==> src/rtl/glitch_sequencer_pkg.sv <==
// glitch_sequencer_pkg: shared state encoding, glitch mode bit positions and default widths
package glitch_sequencer_pkg;
  localparam int CNT_W_DEF  = 16;
  localparam int REP_W_DEF  = 8;
  localparam int MODE_W_DEF = 8;
  localparam int MODE_ZERO  = 0;
  localparam int MODE_ONE   = 1;
  localparam int MODE_INV   = 2;
  localparam int MODE_GLA   = 3;
  localparam int MODE_GLB   = 4;
  typedef enum logic [2:0] {
    S_IDLE, S_ARMED, S_DELAY, S_GLITCH, S_GAP, S_DONE
  } state_t;
endpackage

==> src/rtl/glitch_trig_sync.sv <==
// glitch_trig_sync: 2-flop trigger synchronizer with registered rising-edge detector
module glitch_trig_sync (
  input  logic clk_in,
  input  logic rst_n,
  input  logic i_trigger,
  input  logic i_clr,
  output logic o_trig_det
);
  logic r_s1, r_s2, r_s3, r_det;
  // i_clr presets the history high so edges already in flight (or a held-high pin) never fire
  always_ff @(posedge clk_in or negedge rst_n) begin
    if (!rst_n) begin
      r_s1  <= 1'b0;
      r_s2  <= 1'b0;
      r_s3  <= 1'b0;
      r_det <= 1'b0;
    end else begin
      r_s1  <= i_trigger;
      r_s2  <= i_clr ? 1'b1 : r_s1;
      r_s3  <= i_clr ? 1'b1 : r_s2;
      r_det <= !i_clr && r_s2 && !r_s3;
    end
  end
  assign o_trig_det = r_det;
endmodule

==> src/rtl/glitch_sequencer.sv <==
// glitch_sequencer: armed/triggered sequencer producing timed glitch_en pulses and mode word
module glitch_sequencer
  import glitch_sequencer_pkg::*;
#(
  parameter int CNT_W  = CNT_W_DEF,
  parameter int REP_W  = REP_W_DEF,
  parameter int MODE_W = MODE_W_DEF
) (
  input  logic              clk_in,
  input  logic              rst_n,
  input  logic              arm,
  input  logic              abort,
  input  logic              trigger,
  input  logic [CNT_W-1:0]  cfg_delay,
  input  logic [CNT_W-1:0]  cfg_width,
  input  logic [CNT_W-1:0]  cfg_gap,
  input  logic [REP_W-1:0]  cfg_repeat,
  input  logic [MODE_W-1:0] cfg_mode,
  output logic              glitch_en,
  output logic [MODE_W-1:0] glitch_mode,
  output logic              armed,
  output logic              busy,
  output logic              done,
  output logic              cfg_err,
  output logic [REP_W-1:0]  pulse_cnt
);
  state_t r_state, w_next;
  logic [CNT_W-1:0] r_cnt, w_cnt_nxt, r_delay, r_width, r_gap;
  logic [REP_W-1:0] r_repeat, r_pulse;
  logic [MODE_W-1:0] r_mode, r_gmode, w_gmode_nxt;
  logic r_en, r_armed, r_busy, r_done, r_err;
  logic w_en_nxt, w_armed_nxt, w_busy_nxt, w_done_nxt;
  logic w_trig, w_arm_ok, w_arm_bad, w_cnt_z, w_last;

  assign w_arm_ok  = arm && !abort && r_state == S_IDLE && cfg_mode != '0;
  assign w_arm_bad = arm && !abort && r_state == S_IDLE && cfg_mode == '0;
  assign w_cnt_z   = r_cnt == '0;
  assign w_last    = r_pulse + REP_W'(1) == r_repeat;

  glitch_trig_sync u_sync (
    .clk_in     (clk_in),
    .rst_n      (rst_n),
    .i_trigger  (trigger),
    .i_clr      (w_arm_ok),
    .o_trig_det (w_trig)
  );

  always_ff @(posedge clk_in or negedge rst_n) begin
    if (!rst_n) begin
      r_state <= S_IDLE;
      r_cnt   <= '0;
    end else begin
      r_state <= w_next;
      r_cnt   <= w_cnt_nxt;
    end
  end

  always_comb begin
    w_next    = r_state;
    w_cnt_nxt = r_cnt;
    case (r_state)
      S_IDLE:   w_next = w_arm_ok ? S_ARMED : S_IDLE;
      S_ARMED: if (w_trig) begin
        w_next    = r_delay == '0 ? S_GLITCH : S_DELAY;
        w_cnt_nxt = r_delay == '0 ? r_width : r_delay - CNT_W'(1);
      end
      S_DELAY: begin
        w_next    = w_cnt_z ? S_GLITCH : S_DELAY;
        w_cnt_nxt = w_cnt_z ? r_width : r_cnt - CNT_W'(1);
      end
      S_GLITCH: begin
        w_next    = !w_cnt_z ? S_GLITCH : w_last ? S_DONE : S_GAP;
        w_cnt_nxt = w_cnt_z ? r_gap : r_cnt - CNT_W'(1);
      end
      S_GAP: begin
        w_next    = w_cnt_z ? S_GLITCH : S_GAP;
        w_cnt_nxt = w_cnt_z ? r_width : r_cnt - CNT_W'(1);
      end
      default:  w_next = S_IDLE;
    endcase
    if (abort) w_next = S_IDLE;
  end

  // outputs are registered from the next state so they line up with the state they describe
  always_comb begin
    w_en_nxt    = w_next == S_GLITCH;
    w_gmode_nxt = w_en_nxt ? r_mode : '0;
    w_armed_nxt = w_next == S_ARMED;
    w_busy_nxt  = w_next == S_DELAY || w_next == S_GLITCH || w_next == S_GAP;
    w_done_nxt  = w_next == S_DONE;
  end

  always_ff @(posedge clk_in or negedge rst_n) begin
    if (!rst_n) begin
      r_en    <= 1'b0;
      r_gmode <= '0;
      r_armed <= 1'b0;
      r_busy  <= 1'b0;
      r_done  <= 1'b0;
      r_err   <= 1'b0;
    end else begin
      r_en    <= w_en_nxt;
      r_gmode <= w_gmode_nxt;
      r_armed <= w_armed_nxt;
      r_busy  <= w_busy_nxt;
      r_done  <= w_done_nxt;
      r_err   <= w_arm_bad;
    end
  end

  // shadow config holds post-substitution reload values so counters never wrap
  always_ff @(posedge clk_in or negedge rst_n) begin
    if (!rst_n) begin
      r_delay  <= '0;
      r_width  <= '0;
      r_gap    <= '0;
      r_repeat <= '0;
      r_mode   <= '0;
    end else if (w_arm_ok) begin
      r_delay  <= cfg_delay;
      r_width  <= cfg_width == '0 ? '0 : cfg_width - CNT_W'(1);
      r_gap    <= cfg_gap == '0 ? '0 : cfg_gap - CNT_W'(1);
      r_repeat <= cfg_repeat == '0 ? REP_W'(1) : cfg_repeat;
      r_mode   <= cfg_mode;
    end
  end

  always_ff @(posedge clk_in or negedge rst_n) begin
    if (!rst_n) r_pulse <= '0;
    else if (w_arm_ok) r_pulse <= '0;
    else if (r_state == S_GLITCH && w_cnt_z && !abort) r_pulse <= r_pulse + REP_W'(1);
  end

  assign glitch_en   = r_en;
  assign glitch_mode = r_gmode;
  assign armed       = r_armed;
  assign busy        = r_busy;
  assign done        = r_done;
  assign cfg_err     = r_err;
  assign pulse_cnt   = r_pulse;
endmodule

==> config.mk <==
export PLATFORM = sky130hd
export DESIGN_NAME = glitch_sequencer
export DESIGN_NICKNAME = d
export VERILOG_FILES = /design/src/rtl/glitch_sequencer_pkg.sv /design/src/rtl/glitch_trig_sync.sv /design/src/rtl/glitch_sequencer.sv
export SDC_FILE = /design/constraint.sdc
export NUM_CORES = 1
export LEC_CHECK = 0
export ABC_AREA = 1
export CAP_MARGIN = 0
export CORE_MARGIN = 1
export CORE_UTILIZATION = 55
export DETAILED_ROUTE_END_ITERATION = 7
export PLACE_DENSITY_LB_ADDON = 0.12
export SLEW_MARGIN = 10
export SYNTH_ARGS = -nofsm -noshare
export SYNTH_HDL_FRONTEND = slang
export SYNTH_HIERARCHICAL = 1
export SYNTH_SLANG_ARGS = --single-unit
==> constraint.sdc <==
create_clock -name clk_in -period 4.1 [get_ports clk_in]
set_input_delay 0.82 -clock clk_in [delete_from_list [all_inputs] [get_ports clk_in]]
set_output_delay 0.82 -clock clk_in [all_outputs]
set_load 0.05 [all_outputs]
# Word level (Yosys, flattened, before mapping)
# Cells that the tools add are included.
[classes] mux=22 eq_ne=11 add_sub_neg=5 n_reduce_logical=25
[ops] op="16-bit 2-to-1 mux" count=6
[ops] op="16-bit logical NOT" count=4
[ops] op="16-bit by 1-bit subtractor with 16-bit output (second input constant)" count=4
[ops] op="16-bit one-hot mux with 3 select lines" count=1
[ops] op="8-bit 2-to-1 mux" count=4
[ops] op="8-bit logical NOT" count=2
[ops] op="3-bit one-hot mux with 5 select lines" count=1
[ops] op="3-bit by 2-bit == test with 1-bit output (second input constant)" count=4
[ops] op="3-bit 2-to-1 mux" count=4
[ops] op="3-bit == test (second input constant)" count=3
[ops] op="8-bit by 1-bit adder with 8-bit output (second input constant)" count=1
[ops] op="8-bit == test" count=1
[ops] op="1-bit logical AND" count=8
[ops] op="8-bit nonzero test" count=1
[ops] op="3-bit by 1-bit == test with 1-bit output (second input constant)" count=2
[ops] op="1-bit 2-to-1 mux" count=6
[ops] op="1-bit logical NOT" count=3
[ops] op="3-bit logical NOT" count=1
[ops] op="3-bit nonzero test" count=1
[ops] op="1-bit logical OR" count=2
[ops] op="2-bit by 1-bit inequality test with 1-bit output (second input constant)" count=1
[ops] op="2-bit AND reduction" count=1
[ops] op="2-bit nonzero test" count=1
[ops] op="2-bit OR reduction" count=1
[totals] word_cells=81 inputBits=69 ff_bits=108

# Depth between registers and ports, before layout
# Gate-level depths: netlist of the first run.
[depth] ltp_word=10 mapped_depth=13 depth_no_buf=13

# Hierarchy
# Netlist of the first run, hierarchy kept.
[by_module_without_submodules] mod="glitch_sequencer" cells_each=867 instances=1 seq_area_each_um2=2602.5 area_each_um2=6481.2
[by_module_without_submodules] mod="glitch_trig_sync" cells_each=9 instances=1 seq_area_each_um2=100.1 area_each_um2=123.9

# Least setup slack after synthesis of the first run
# Ideal clock, no wire load.
[synth_path] kind="input to register" startpoint="in cfg_gap[0]" endpoint="reg r_gap[13]" path_buffers=1 setup_ns=0.126 required_time_ns=3.974 arrival_time_ns=1.973 cell_stages=10 slack_ns=2.001 cell_sequence="inv_1 ha_1 nand4_1 nor2_2 nand2_1 nor2_1 nor2_4 inv_2 buf_6 o22ai_2"
[synth_via] elab_chain_len=2 elab_cells_between_ends=3 classes_between="add/sub: 1; mux: 1; reduce/logical: 1"
[synth_lines] element="start, declared" line_no="glitch_sequencer.sv:16" text="input logic [CNT_W-1:0] cfg_gap,"
[synth_lines] element="16-bit by 1-bit subtractor with 16-bit output or 16-bit logical NOT (tied branches)" line_no="glitch_sequencer.sv:122" text="r_gap <= cfg_gap == '0 ? '0 : cfg_gap - CNT_W'(1);"
[synth_lines] element="16-bit 2-to-1 mux (*)" line_no="glitch_sequencer.sv:122"
[synth_lines] element="end signal, assigned" line_no="glitch_sequencer.sv:122"
[synth_lines] element="end, declared" line_no="glitch_sequencer.sv:28" text="logic [CNT_W-1:0] r_cnt, w_cnt_nxt, r_delay, r_width, r_gap;"
# Every way passes the cells marked *; elsewhere a longest branch is shown, timed or not.
# A chain may end at the register's enable or synchronous reset.

# Worst setup path after layout of the first run
[layout_path] startpoint="in cfg_width[0]" endpoint="reg r_width[11]"
[layout_via] elab_chain_len=2 elab_cells_between_ends=3 classes_between="add/sub: 1; mux: 1; reduce/logical: 1"
[layout_lines] element="start, declared" line_no="glitch_sequencer.sv:15" text="input logic [CNT_W-1:0] cfg_width,"
[layout_lines] element="16-bit by 1-bit subtractor with 16-bit output or 16-bit logical NOT (tied branches)" line_no="glitch_sequencer.sv:121" text="r_width <= cfg_width == '0 ? '0 : cfg_width - CNT_W'(1);"
[layout_lines] element="16-bit 2-to-1 mux (*)" line_no="glitch_sequencer.sv:121"
[layout_lines] element="end signal, assigned" line_no="glitch_sequencer.sv:121"
[layout_lines] element="end, declared" line_no="glitch_sequencer.sv:28"
# Marked as above.

==> flow_summary.ini, run 1 <==
[layout]
n_antenna_cell = 0
finalNonFillerCells = 1108
area_delta_synth_final_pct = 19.47
drive_above_1_share = 0.09845
nets = 1035
fin_util = 0.6824
fin_area_um2 = 7891

[critical_path]
required_ns = 4.31
slowest_delay_ns = 0.51
crit_buf_inv = 2
r2r_cells = 9
timing.rr.start = r_state[2]
r2r_end = r_cnt[14]
startpoint = cfg_width[0]
worstPathArrival_ns = 2.79
crit_chain = clkdlybuf4s50_1 > inv_1 > ha_1 > nand4_1 > nor2_1 > nand2_1 > o21ai_2 > o21ai_0
endpoint_kind = flip-flop
startpoint_type = primary input
worstSetupPathType = in -> reg
worst-path-max-fanout = 16
regToRegSetupSlack_ns = 1.87
critPathSlowestCell = o21ai_2
cp_top_family = compound AO/OA/AOI/OAI gates

[logic_synthesis]
syn_avg_cell_area_um2 = 7.540
yosys-top-cells-area = dfrtp_1, nand2_1, nor2_1, o21ai_0, inv_1
ys.flop_type = dfrtp_1
ys_types = 43
yosys_warnings = 6
synth_edf_count = 0
synthArstFlopShare = 1.000
yosysSeqAreaShare = 0.4092
synth_cells = 876
syn-num-nets = 951
syn_area_um2 = 6605
yosys.area.top_type = dfrtp_1
yosys.area.top_type_share = 0.4092
ys_ff_latch = 108

[sta]
worst_slack_ns = 1.521
clock_skew_ns = 0.01032
tightest_slew_ns = 0.6862
rsz0062_at_grt = no
fin_setup_tns_ns = 0
finalSetupViolCount = 0
min_period_over_period = 0.6290
hold-worst-slack_ns = 0.4086
finalHoldViolCount = 0
slew_violations = 0
max_clock_freq_mhz = 387.8
slew_headroom = 0.5426
fin_crit_ns = 2.579

[power]
peakVddDrop_mv = 0.2625
p_leak_nw = 3.604
p_total_mw = 3.313
p_per_area_nw_per_um2 = 419.9

[global_routing]
grt_max_degree = 57
antenna_found_initial = 0
grt_pass1_wl_mm = 27.03
gr-total-overflow = 0
grt_usage = 0.2754
grt_pass1_vias = 5543

[cts]
post-cts-setup-buffers = 0
cts_tree = built
holdBufCountCts = 0
clock-sinks = 108
clkSlewWorstSetupHoldPaths_ns = 0.07
clk_path_buf_depth = 2
post_cts_resized = 0
cts_buffers = 9
htree_levels = 3
clk_latency_ns = 0.36
cts-root-buf = clkbuf_16

[route]
drc = 4
viasPerCell = 5.363
met1Wirelength_mm = 7.616
finalWirelength_mm = 16.23
route.met3.wl_um = 879
detail_route.wl_per_cell_um = 14.65
dr.pass1.iters = 7
drt_iter0_drc = 375
via_count = 5942
ant_nets = 0
top_layer = met4
dr_wl_met2_mm = 7.499

[floorplanning]
core-area_um2 = 11560
die_w_um = 111.6
fp.dieArea_um2 = 12450
initial_utilization = 0.5711
pin_count = 90
rows = 39
die_h_um = 111.6

[place]
place_inst = 1092
post-place-ws_ns = 1.162
hpwlAfterDp_mm = 12.25
gp_congestion = 0.9161
placed_cell_area_um2 = 7606
portBuffers = 89

[worst_hold_path]
whs_endpoint = u_sync/o_trig_det
holdCritStartpoint = u_sync/r_s3
whs_path_depth = 1
hold_class = reg -> reg

[run]
drv_cap = 0

[status]
violations = DRC
status = finished, violations left
==> layout make-up <==
| type | instances | area, µm² |
|---|---|---|
| Fill cell | 1003 | 3674 |
| Multi-Input combinational cell | 644 | 3398 |
| Sequential cell | 108 | 2703 |
| Timing Repair Buffer | 94 | 938.4 |
| Inverter | 103 | 387.9 |
| Clock buffer | 11 | 242.7 |
| Tap cell | 143 | 178.9 |
| Clock inverter | 5 | 42.54 |
==> cells by family after synthesis <==
logic type / synth area share
AND/OR/NAND/NOR: 0.3184
AO/OA/AOI/OAI: 0.1330
buffers and inverters: 0.07634
flip-flops: 0.4092
XOR/XNOR: 0.05171
adder cells (fa/ha/maj): 0.01137
==> registers in the layout, summed over array words and instances, names as in the netlist, 3 cells and up <==
register and flops:
pulse_cnt 8, r_repeat 8, r_width 16, r_state 3, r_mode 8, glitch_mode 8
r_cnt 16, r_gap 16, r_delay 16
==> how the worst max path moves through the flow <==
| stage | cells after the start | endpoint |
|---|---|---|
| after floorplan | 10 | r_gap[13] |
| after global placement | 8 | r_width[8] |
| after detailed placement | 8 | r_width[11] |
| after CTS | 8 | r_width[11] |
| after global routing | 8 | r_width[11] |
| final | 8 | r_width[11] |
==> per-layer routing <==
metal | GRT usage | up-vias
met5 | 0 | -
met4 | 0.07027 | 0
met3 | 0.05389 | 19
met2 | 0.4342 | 169
met1 | 0.3905 | 2751
li1 | - | 3003
==> placed cells by master (no fill, tap or decap), drive strengths merged, types with 3 or more instances in the layout <==
cell type	n
a21oi	11
buf	6
clkbuf	11
clkdlybuf4s50	88
clkinv	4
dfrtp	108
ha	6
inv	104
nand2	228
nand3	69
nand4	10
nor2	131
nor3	11
o211ai	24
o21ai	93
o22ai	13
or2	3
xnor2	11
xor2	28
==> cell usage after synthesis (6+ instances only) <==
cell      instances
a21oi_1           7
buf_2            15
dfrtp_1         108
ha_1              6
inv_1            90
inv_2            11
nand2_1         219
nand3_1          65
nand4_1           9
nor2_1          101
nor2_2           17
nor2_4           13
nor3_1            9
o211ai_1         24
o21ai_0          69
o21ai_1          14
o21ai_2           9
o22ai_1          12
xnor2_1          11
xor2_1           28
==> where the power goes <==
group,switching [mW],internal (mW),total [mW]
Sequential,0.218,1.27,1.49
Clock,0.408,0.438,0.846
Combinational,0.604,0.373,0.977
Power figures use the tool's default switching activity.
==> run 2, diff against run 1 <==
CORE_UTILIZATION = 50   (was 55)
clock period = 2.3 ns   (was 4.1 ns; I/O delays follow)
==> run 2 against run 1 <==
Against the previous run: flip-flop and latch count unchanged; sequential power is 79% higher; via count hardly changed; critical endpoint is now pulse_cnt[0]; first-iteration DRC count increased by 27%; the flow now finishes without violations; final cell count rose by 4.0%.
==> flow_summary.ini, run 2 (synthesis results as in run 1) <==
[floorplanning]
pin_count = 90
die_h_um = 116.9
fp.dieArea_um2 = 13670
core-area_um2 = 12770
initial_utilization = 0.5171
die_w_um = 116.9
rows = 41

[critical_path]
slowest_delay_ns = 0.86
critPathSlowestCell = clkdlybuf4s50_1
worstPathArrival_ns = 1.71
crit_chain = clkdlybuf4s50_1
cp_top_family = buffers and inverters
startpoint_type = flip-flop
crit_buf_inv = 1
required_ns = 1.84
worst-path-max-fanout = 7
worstSetupPathType = reg -> out
endpoint_kind = output pin

[cts]
htree_levels = 3
cts_tree = built
clock-sinks = 108
holdBufCountCts = 0
post_cts_resized = 0
cts_buffers = 9
clkSlewWorstSetupHoldPaths_ns = 0.07
clk_latency_ns = 0.36
clk_path_buf_depth = 2
cts-root-buf = clkbuf_16
post-cts-setup-buffers = 0

[status]
status = finished, final reports clean

[sta]
tightest_slew_ns = 0.5450
rsz0062_at_grt = no
slew_violations = 0
hold-worst-slack_ns = 0.05281
max_clock_freq_mhz = 460.3
clock_skew_ns = 0.01118
finalSetupViolCount = 0
finalHoldViolCount = 0
slew_headroom = 0.6338
fin_crit_ns = 2.173
min_period_over_period = 0.9446

[layout]
seqCellArea_um2 = 2703
layout_commonest_cell = nand2_1
multi_input_area_um2 = 3398
drive_above_1_share = 0.1133
area_delta_synth_final_pct = 22.60
fillers = 1149
finalNonFillerCells = 1152
mostFrequentLayoutCells = nand2_1, dfrtp_1, nor2_1
fin_util = 0.6340
n_antenna_cell = 0
nets = 1051

[global_routing]
antenna_found_initial = 0
grt_pass1_vias = 5557
grt_max_degree = 58
gr-total-overflow = 0
grt_pass1_wl_mm = 27.34
grt_usage = 0.2638

[route]
via_count = 5944
dr.pass1.iters = 5
detail_route.wl_per_cell_um = 14.38
viasPerCell = 5.160
finalWirelength_mm = 16.57
drt_iter0_drc = 477
ant_nets = 0
drc = 0

[power]
p_per_area_nw_per_um2 = 745.4
peakVddDrop_mv = 0.4927
p_leak_nw = 3.696
p_total_mw = 6.036

[place]
hpwlAfterDp_mm = 12.71
gp_congestion = 0.9178
portBuffers = 89
place_inst = 1137

[worst_hold_path]
hold_class = in -> async

[run]
drv_cap = 0
[run 2: cell count changes in the layout (fill, tap and decap cells not counted)]
cell | before | now
bufinv_16 | 0 | 1
clkinv_8 | 0 | 1
clkinv_2 | 2 | 1
buf_4 | 5 | 19
clkbuf_1 | 1 | 0
inv_6 | 2 | 1
inv_8 | 1 | 0
clkinvlp_4 | 0 | 1
buf_12 | 1 | 3
[run 2: metrics by stage]
step                      area (µm²)  worst slack (ns)  TNS (ns)
after floorplan                 6605            0.2819         0
after CTS                       8098            0.1130         0
after global placement          7787           0.02864         0
final                           8098            0.1274         0
after global routing            8098           0.04638         0
after detailed placement        7787          -0.01962  -0.08821
[run 2: worst paths after layout]
check / endpoint / slack (ns) / cells after the start / startpoint
setup / recovery: pulse_cnt[0] / 0.13 / 1 / pulse_cnt[0]
hold / removal: r_mode[0] / 0.05 / 1 / rst_n
setup reg to reg: r_mode[3] / 0.26 / 5 / r_state[2]
hold reg to reg: u_sync/o_trig_det / 0.42 / 1 / u_sync/r_s3
max in group asynchronous: pulse_cnt[7] / 1.58 / 2 / rst_n
min in group clk_in: u_sync/o_trig_det / 0.42 / 1 / u_sync/r_s3
[run 2: area by class of cell]
cell class / count / share of cell area
Clock inverter: 5 / 0.008807
Tap cell: 172 / 0.02658
Timing Repair Buffer: 110 / 0.1338
Inverter: 103 / 0.04790
Sequential cell: 108 / 0.3337
Multi-Input combinational cell: 644 / 0.4197
Clock buffer: 10 / 0.02951
[run 2: report_power, final]
part	total, mW	switching, mW	leakage, nW	internal, mW
clock network	1.61	0.725	0.148	0.883
logic	1.77	1.08	2.19	0.684
registers	2.66	0.393	1.36	2.27
total	6.04	2.20	3.70	3.84
[run 2: layer usage]
layer | routed length, µm | up-vias | global-route usage | part of all wire
met5 | 0 | - | 0 | 0
met4 | 253 | 0 | 0.06582 | 0.015
met3 | 994 | 21 | 0.06025 | 0.060
met2 | 7438 | 149 | 0.4166 | 0.45
met1 | 7883 | 2744 | 0.3672 | 0.48
li1 | - | 3030 | - | -
